`src/rtl/droid_pkg.sv`:
```
// Shared constants for the droid front end: button FSM encodings and sensor indices.
package droid_pkg;

  typedef enum logic [1:0] {
    BTN_IDLE         = 2'b00,
    BTN_PRESS_WAIT   = 2'b01,
    BTN_HELD         = 2'b10,
    BTN_RELEASE_WAIT = 2'b11
  } btn_state_t;

  localparam int unsigned S1_IDX      = 0;
  localparam int unsigned S2_IDX      = 1;
  localparam int unsigned S3_IDX      = 2;
  localparam int unsigned S4_IDX      = 3;
  localparam int unsigned NUM_SENSORS = S4_IDX + 1;

endpackage

```
`src/rtl/input_conditioner_if.sv`:
```
// Pad-side raw inputs and conditioned outputs of the input conditioner.
interface input_conditioner_if;

  logic                                 b_raw;
  logic [droid_pkg::NUM_SENSORS-1:0]    s_raw;
  logic                                 b_pulse;
  logic                                 b_level;
  logic [droid_pkg::NUM_SENSORS-1:0]    s_clean;
  logic                                 s_change;

  modport master (output b_raw, s_raw, input b_pulse, b_level, s_clean, s_change);
  modport slave  (input b_raw, s_raw, output b_pulse, b_level, s_clean, s_change);

endinterface

```
`src/rtl/sensor_filter_bit.sv`:
```
// One sensor bit: 2-flop synchroniser plus glitch filter requiring FILTER
// consecutive differing samples before the clean level follows.
module sensor_filter_bit #(
  parameter int unsigned FILTER = 4
) (
  input  logic clk,
  input  logic rst,
  input  logic raw,
  output logic clean,
  output logic upd_c
);

  localparam int unsigned    CW       = $clog2(FILTER);
  localparam logic [CW-1:0]  CNT_LAST = CW'(FILTER - 1);

  logic          sync1;
  logic          sync2;
  logic [CW-1:0] cnt;
  logic          differ;

  always_ff @(posedge clk or posedge rst) begin
    if (rst) begin
      sync1 <= 1'b0;
      sync2 <= 1'b0;
    end else begin
      sync1 <= raw;
      sync2 <= sync1;
    end
  end

  assign differ = sync2 ^ clean;
  assign upd_c  = differ && (cnt == CNT_LAST);

  // Any agreeing sample restarts the count.
  always_ff @(posedge clk or posedge rst) begin
    if (rst) begin
      cnt   <= '0;
      clean <= 1'b0;
    end else if (!differ) begin
      cnt   <= '0;
    end else if (upd_c) begin
      cnt   <= '0;
      clean <= sync2;
    end else begin
      cnt   <= cnt + CW'(1);
    end
  end

endmodule

```
`src/rtl/input_conditioner.sv`:
```
// Synchronises, debounces the mode button and glitch-filters the four sensors
// ahead of the mode FSM and motor decoder.
module input_conditioner
  import droid_pkg::*;
#(
  parameter int unsigned DEBOUNCE_CYCLES = 1000,
  parameter int unsigned SENSOR_FILTER   = 4
) (
  input  logic              clk,
  input  logic              rst,
  input_conditioner_if.slave io
);

  localparam int unsigned   BW        = $clog2(DEBOUNCE_CYCLES);
  localparam logic [BW-1:0] BCNT_LAST = BW'(DEBOUNCE_CYCLES - 1);

  logic                   b_sync1;
  logic                   b_sync;
  btn_state_t             state;
  btn_state_t             state_nxt;
  logic [BW-1:0]          bcnt;
  logic [BW-1:0]          bcnt_nxt;
  logic                   pulse_nxt;
  logic                   level_nxt;
  logic                   b_pulse_q;
  logic                   b_level_q;
  logic [NUM_SENSORS-1:0] s_clean_w;
  logic [NUM_SENSORS-1:0] s_upd;
  logic                   s_change_q;

  always_ff @(posedge clk or posedge rst) begin
    if (rst) begin
      b_sync1 <= 1'b0;
      b_sync  <= 1'b0;
    end else begin
      b_sync1 <= io.b_raw;
      b_sync  <= b_sync1;
    end
  end

  // State, counter and registered button outputs.
  always_ff @(posedge clk or posedge rst) begin
    if (rst) begin
      state     <= BTN_IDLE;
      bcnt      <= '0;
      b_pulse_q <= 1'b0;
      b_level_q <= 1'b0;
    end else begin
      state     <= state_nxt;
      bcnt      <= bcnt_nxt;
      b_pulse_q <= pulse_nxt;
      b_level_q <= level_nxt;
    end
  end

  always_comb begin
    state_nxt = state;
    bcnt_nxt  = bcnt;
    case (state)
      BTN_IDLE: begin
        if (b_sync) begin
          state_nxt = BTN_PRESS_WAIT;
          bcnt_nxt  = '0;
        end
      end
      BTN_PRESS_WAIT: begin
        if (!b_sync)                 state_nxt = BTN_IDLE;
        else if (bcnt == BCNT_LAST)  state_nxt = BTN_HELD;
        else                         bcnt_nxt  = bcnt + BW'(1);
      end
      BTN_HELD: begin
        if (!b_sync) begin
          state_nxt = BTN_RELEASE_WAIT;
          bcnt_nxt  = '0;
        end
      end
      BTN_RELEASE_WAIT: begin
        if (b_sync)                  state_nxt = BTN_HELD;
        else if (bcnt == BCNT_LAST)  state_nxt = BTN_IDLE;
        else                         bcnt_nxt  = bcnt + BW'(1);
      end
      default: state_nxt = BTN_IDLE;
    endcase
  end

  // Pulse only on the PRESS_WAIT -> HELD transition, so holding never repeats it.
  always_comb begin
    pulse_nxt = 1'b0;
    level_nxt = 1'b0;
    pulse_nxt = (state == BTN_PRESS_WAIT) && b_sync && (bcnt == BCNT_LAST);
    level_nxt = (state_nxt == BTN_HELD) || (state_nxt == BTN_RELEASE_WAIT);
  end

  for (genvar i = 0; i < NUM_SENSORS; i++) begin : g_sensor
    sensor_filter_bit #(.FILTER(SENSOR_FILTER)) u_filter (
      .clk   (clk),
      .rst   (rst),
      .raw   (io.s_raw[i]),
      .clean (s_clean_w[i]),
      .upd_c (s_upd[i])
    );
  end

  always_ff @(posedge clk or posedge rst) begin
    if (rst) s_change_q <= 1'b0;
    else     s_change_q <= |s_upd;
  end

  assign io.b_pulse  = b_pulse_q;
  assign io.b_level  = b_level_q;
  assign io.s_clean  = s_clean_w;
  assign io.s_change = s_change_q;

endmodule
```
`src/flat_wrapper.sv`:
```
// flat-port wrapper written by rule: the top's interface ports become plain ports
module input_conditioner_flat import droid_pkg::*;
#(
  parameter int unsigned DEBOUNCE_CYCLES = 1000,
  parameter int unsigned SENSOR_FILTER   = 4
)
  (clk, rst, io_b_raw, io_s_raw, io_b_pulse, io_b_level, io_s_clean, io_s_change);
  input_conditioner_if io_i ();
  input  logic clk;
  input  logic rst;
  input wire logic [$bits(io_i.b_raw)-1:0] io_b_raw;
  input wire logic [$bits(io_i.s_raw)-1:0] io_s_raw;
  output wire logic [$bits(io_i.b_pulse)-1:0] io_b_pulse;
  output wire logic [$bits(io_i.b_level)-1:0] io_b_level;
  output wire logic [$bits(io_i.s_clean)-1:0] io_s_clean;
  output wire logic [$bits(io_i.s_change)-1:0] io_s_change;
  assign io_i.b_raw = io_b_raw;
  assign io_i.s_raw = io_s_raw;
  assign io_b_pulse = io_i.b_pulse;
  assign io_b_level = io_i.b_level;
  assign io_s_clean = io_i.s_clean;
  assign io_s_change = io_i.s_change;
  input_conditioner #(.DEBOUNCE_CYCLES(DEBOUNCE_CYCLES), .SENSOR_FILTER(SENSOR_FILTER)) u_core (.clk(clk), .rst(rst), .io(io_i));
endmodule
```
`config.mk`:
```
export PLATFORM = sky130hd
export DESIGN_NAME = input_conditioner_flat
export DESIGN_NICKNAME = d
export VERILOG_FILES = /design/src/rtl/droid_pkg.sv /design/src/rtl/input_conditioner_if.sv /design/src/rtl/sensor_filter_bit.sv /design/src/rtl/input_conditioner.sv /design/src/flat_wrapper.sv
export SDC_FILE = /design/constraint.sdc
export NUM_CORES = 1
export LEC_CHECK = 0
export CAP_MARGIN = 5
export CORE_MARGIN = 5
export CORE_UTILIZATION = 40
export CTS_CLUSTER_DIAMETER = 60
export DETAILED_ROUTE_END_ITERATION = 8
export MAX_ROUTING_LAYER = met4
export PLACE_DENSITY = 0.68
export SYNTH_ARGS = -nofsm -noshare
export SYNTH_HDL_FRONTEND = slang
export SYNTH_HIERARCHICAL = 1
export SYNTH_SLANG_ARGS = --single-unit
```
`constraint.sdc`:
```
create_clock -name clk -period 1.9 [get_ports clk]
set_input_delay 0.57 -clock clk [delete_from_list [all_inputs] [get_ports clk]]
set_output_delay 0.57 -clock clk [all_outputs]
set_load 0.05 [all_outputs]
```
==> results.json <==
{
  "h-tree-depth": 2,
  "cts_buffers": 5,
  "vias_per_cell": 5.09,
  "drv_cap": 0,
  "post-route-util_pct": 50.4,
  "synth_top_flop_cell": "dfrtp_1",
  "fin_nets": 161,
  "fp.dieH_um": 72.4,
  "synthMostInstantiatedCell": "dfrtp_1",
  "grtUsageTotal_pct": 12.2,
  "rows": 22,
  "layout.cells.non_filler": 198,
  "cts.sinks": 37,
  "drtAntennaViolNets": 0,
  "finClkSkew_ns": 0.00625,
  "routed_wl_um": 2570,
  "post_synth_num_cell_types": 34,
  "critPathMaxFanout": 6,
  "postCtsSetupRepairBufs": 0,
  "tritoncts": "built",
  "worst_setup_path_end_kind": "flip-flop",
  "synth_common_cells": "37 x dfrtp_1, 12 x nand2_1, 8 x and2_1, 8 x inv_1",
  "cts_root_buf": "clkbuf_8",
  "fin_tns_setup_ns": 0,
  "fmax_mhz": 641,
  "final-max-slew-violation-count": 0,
  "core_area_um2": 3720,
  "p_leak_nw": 0.857,
  "synth_top_area_cell": "dfrtp_1",
  "multiInputGateArea_um2": 599,
  "power.density_nw_per_um2": 1230,
  "rsz0062_at_grt": "no",
  "critical_path_class": "reg2reg",
  "syn_area_per_cell_um2": 12.4,
  "outcome": "complete, no violations",
  "required_ns": 2.11,
  "gp_congestion": 0.936,
  "grt_pass1_wl_um": 4700,
  "n_fill_cell": 347,
  "period_needed_ns": 1.56,
  "clock_latency_ns": 0.28,
  "clk_pin_slew_ns": 0.07,
  "setup_viol": 0,
  "ys_seq_elements": 37,
  "cts_hold_buffers": 0,
  "drc": 0,
  "min_path_type": "reg2reg",
  "num_vias": 1007,
  "synthCells": 126,
  "start_kind": "flip-flop",
  "regArea_um2": 926,
  "die_area_um2": 5250,
  "async_reset_ff_share_pct": 100,
  "antenna_cells": 0,
  "die_w_um": 72.4,
  "drtIter0Drc": 17,
  "clockBufferDepth": 2,
  "cts_resized": 0,
  "grt_max_degree": 18,
  "hold_violations": 0,
  "yosysTopAreaCellShare_pct": 59.4,
  "arrival_ns": 1.76,
  "start_util_pct": 42.0,
  "tightest_slew_ns": 0.378,
  "relSlewSlack_pct": 74.6,
  "syn-num-nets": 138,
  "drive_gt1_share_pct": 20.7,
  "finalCritPeriodShare_pct": 82.0,
  "synth_edf_count": 0,
  "wire_per_inst_um": 13.0,
  "yosysWarnings": 6,
  "antenna_found_initial": 0,
  "grt_pass1_vias": 1060,
  "grt.overflow.total": 0,
  "seq_area_frac_synth_pct": 59.4,
  "dp_hpwl_um": 1950,
  "portBuffers": 13,
  "synth_area_leaders": "dfrtp_1 59%, ha_1 4.0%, and2_1 3.2%, nor3b_2 3.2%, mux2_1 2.9%",
  "syn_to_final_growth_pct": 20.1,
  "dp.cells": 190,
  "drt_first_pass_iters": 4,
  "io_pins": 14,
  "ir_worst_vdd_mv": 0.744,
  "synthesis.area_um2": 1560
}
## cells in the final DEF (no fill, tap or decap), types with 4 or more instances in the layout
cell type / instances
buf_4: 11
mux2_1: 4
dfrtp_1: 37
nor3b_2: 4
and2_1: 8
nand2_1: 12
o21ai_0: 5
xor2_1: 5
clkbuf_8: 5
clkdlybuf4s50_1: 6
inv_1: 8
ha_1: 5
## metrics by stage
step	setup slack, ns	total power [mW]	hold slack, ns	instance area, µm²
3_3_place_gp	0.392	1.63	0.335	1760
5_1_grt	0.172	2.46	0.362	1870
2_1_floorplan	0.306	1.48	0.331	1560
4_1_cts	0.356	2.35	0.353	1870
6_report	0.341	2.31	0.349	1870
3_5_place_dp	0.374	1.66	0.336	1760
## report_power, final
group          switching [mW]  internal, mW  leakage [nW]
registers               0.106         0.937         0.471
logic                   0.350         0.245         0.331
clock network           0.279         0.393        0.0543
total                   0.736          1.57         0.857
## critical path, cell delays in order (launching register included)
cell     delay [ns]
dfrtp_1        0.44
nand4_1        0.28
o31ai_2        0.47
inv_1          0.12
o22ai_1        0.16
## flip-flops by register name, summed over array words and instances (netlist names)
name / flops
u_core/bcnt: 10
u_core/io.b_pulse: 1
u_core/g_sensor.u_filter/sync2: 4
u_core/g_sensor.u_filter/clean: 4
u_core/state: 2
u_core/io.b_level: 1
u_core/g_sensor.u_filter/cnt: 8
u_core/g_sensor.u_filter/sync1: 4
u_core/io.s_change: 1
u_core/b_sync1: 1
u_core/b_sync: 1
## routing by layer
layer	global-route usage, %	vias to the layer above	part of all wire, %
met5	-	-	0
met4	6.56	0	1.1
met3	4.29	2	3.7
met2	19.6	20	50
met1	13.2	495	45
li1	-	490	-
## layout make-up
cell class | instances | area share, %
clock buffer | 5 | 3.67
clock inverter | 3 | 2.47
inverter | 8 | 1.60
multi-input combinational | 80 | 32.0
sequential | 37 | 49.4
tap | 48 | 3.21
timing repair buffer | 17 | 7.62
## cells by family (layout without fill, tap and decap cells)
| group | count (synthesis) | count (layout) | share of synthesized area (%) |
|---|---|---|---|
| xor gates and xnor gates | 6 | 6 | 3.37 |
| and+or+nand+nor | 44 | 44 | 17.5 |
| adders and majority gates | 5 | 5 | 4.01 |
| muxes | 8 | 8 | 5.62 |
| AOI/OAI and AO/OA | 17 | 17 | 7.95 |
| DFF | 37 | 37 | 59.4 |
| buffers and inverters | 9 | 33 | 2.17 |
## final timing paths
| check | startpoint | endpoint | slack [ns] | cells after the start |
|---|---|---|---|---|
| worst max-delay path | u_core/bcnt[6] | u_core/bcnt[5] | 0.34 | 4 |
| worst min-delay path | u_core/b_sync1 | u_core/b_sync | 0.35 | 0 |
| worst max register to register | u_core/bcnt[6] | u_core/bcnt[5] | 0.34 | 4 |
| worst min register to register | u_core/b_sync1 | u_core/b_sync | 0.35 | 0 |
| max in group asynchronous | rst | u_core/io.b_level | 0.97 | 3 |
| min in group asynchronous | rst | u_core/g_sensor[3].u_filter/sync2 | 0.61 | 2 |
(Power assumes the default switching activity.)
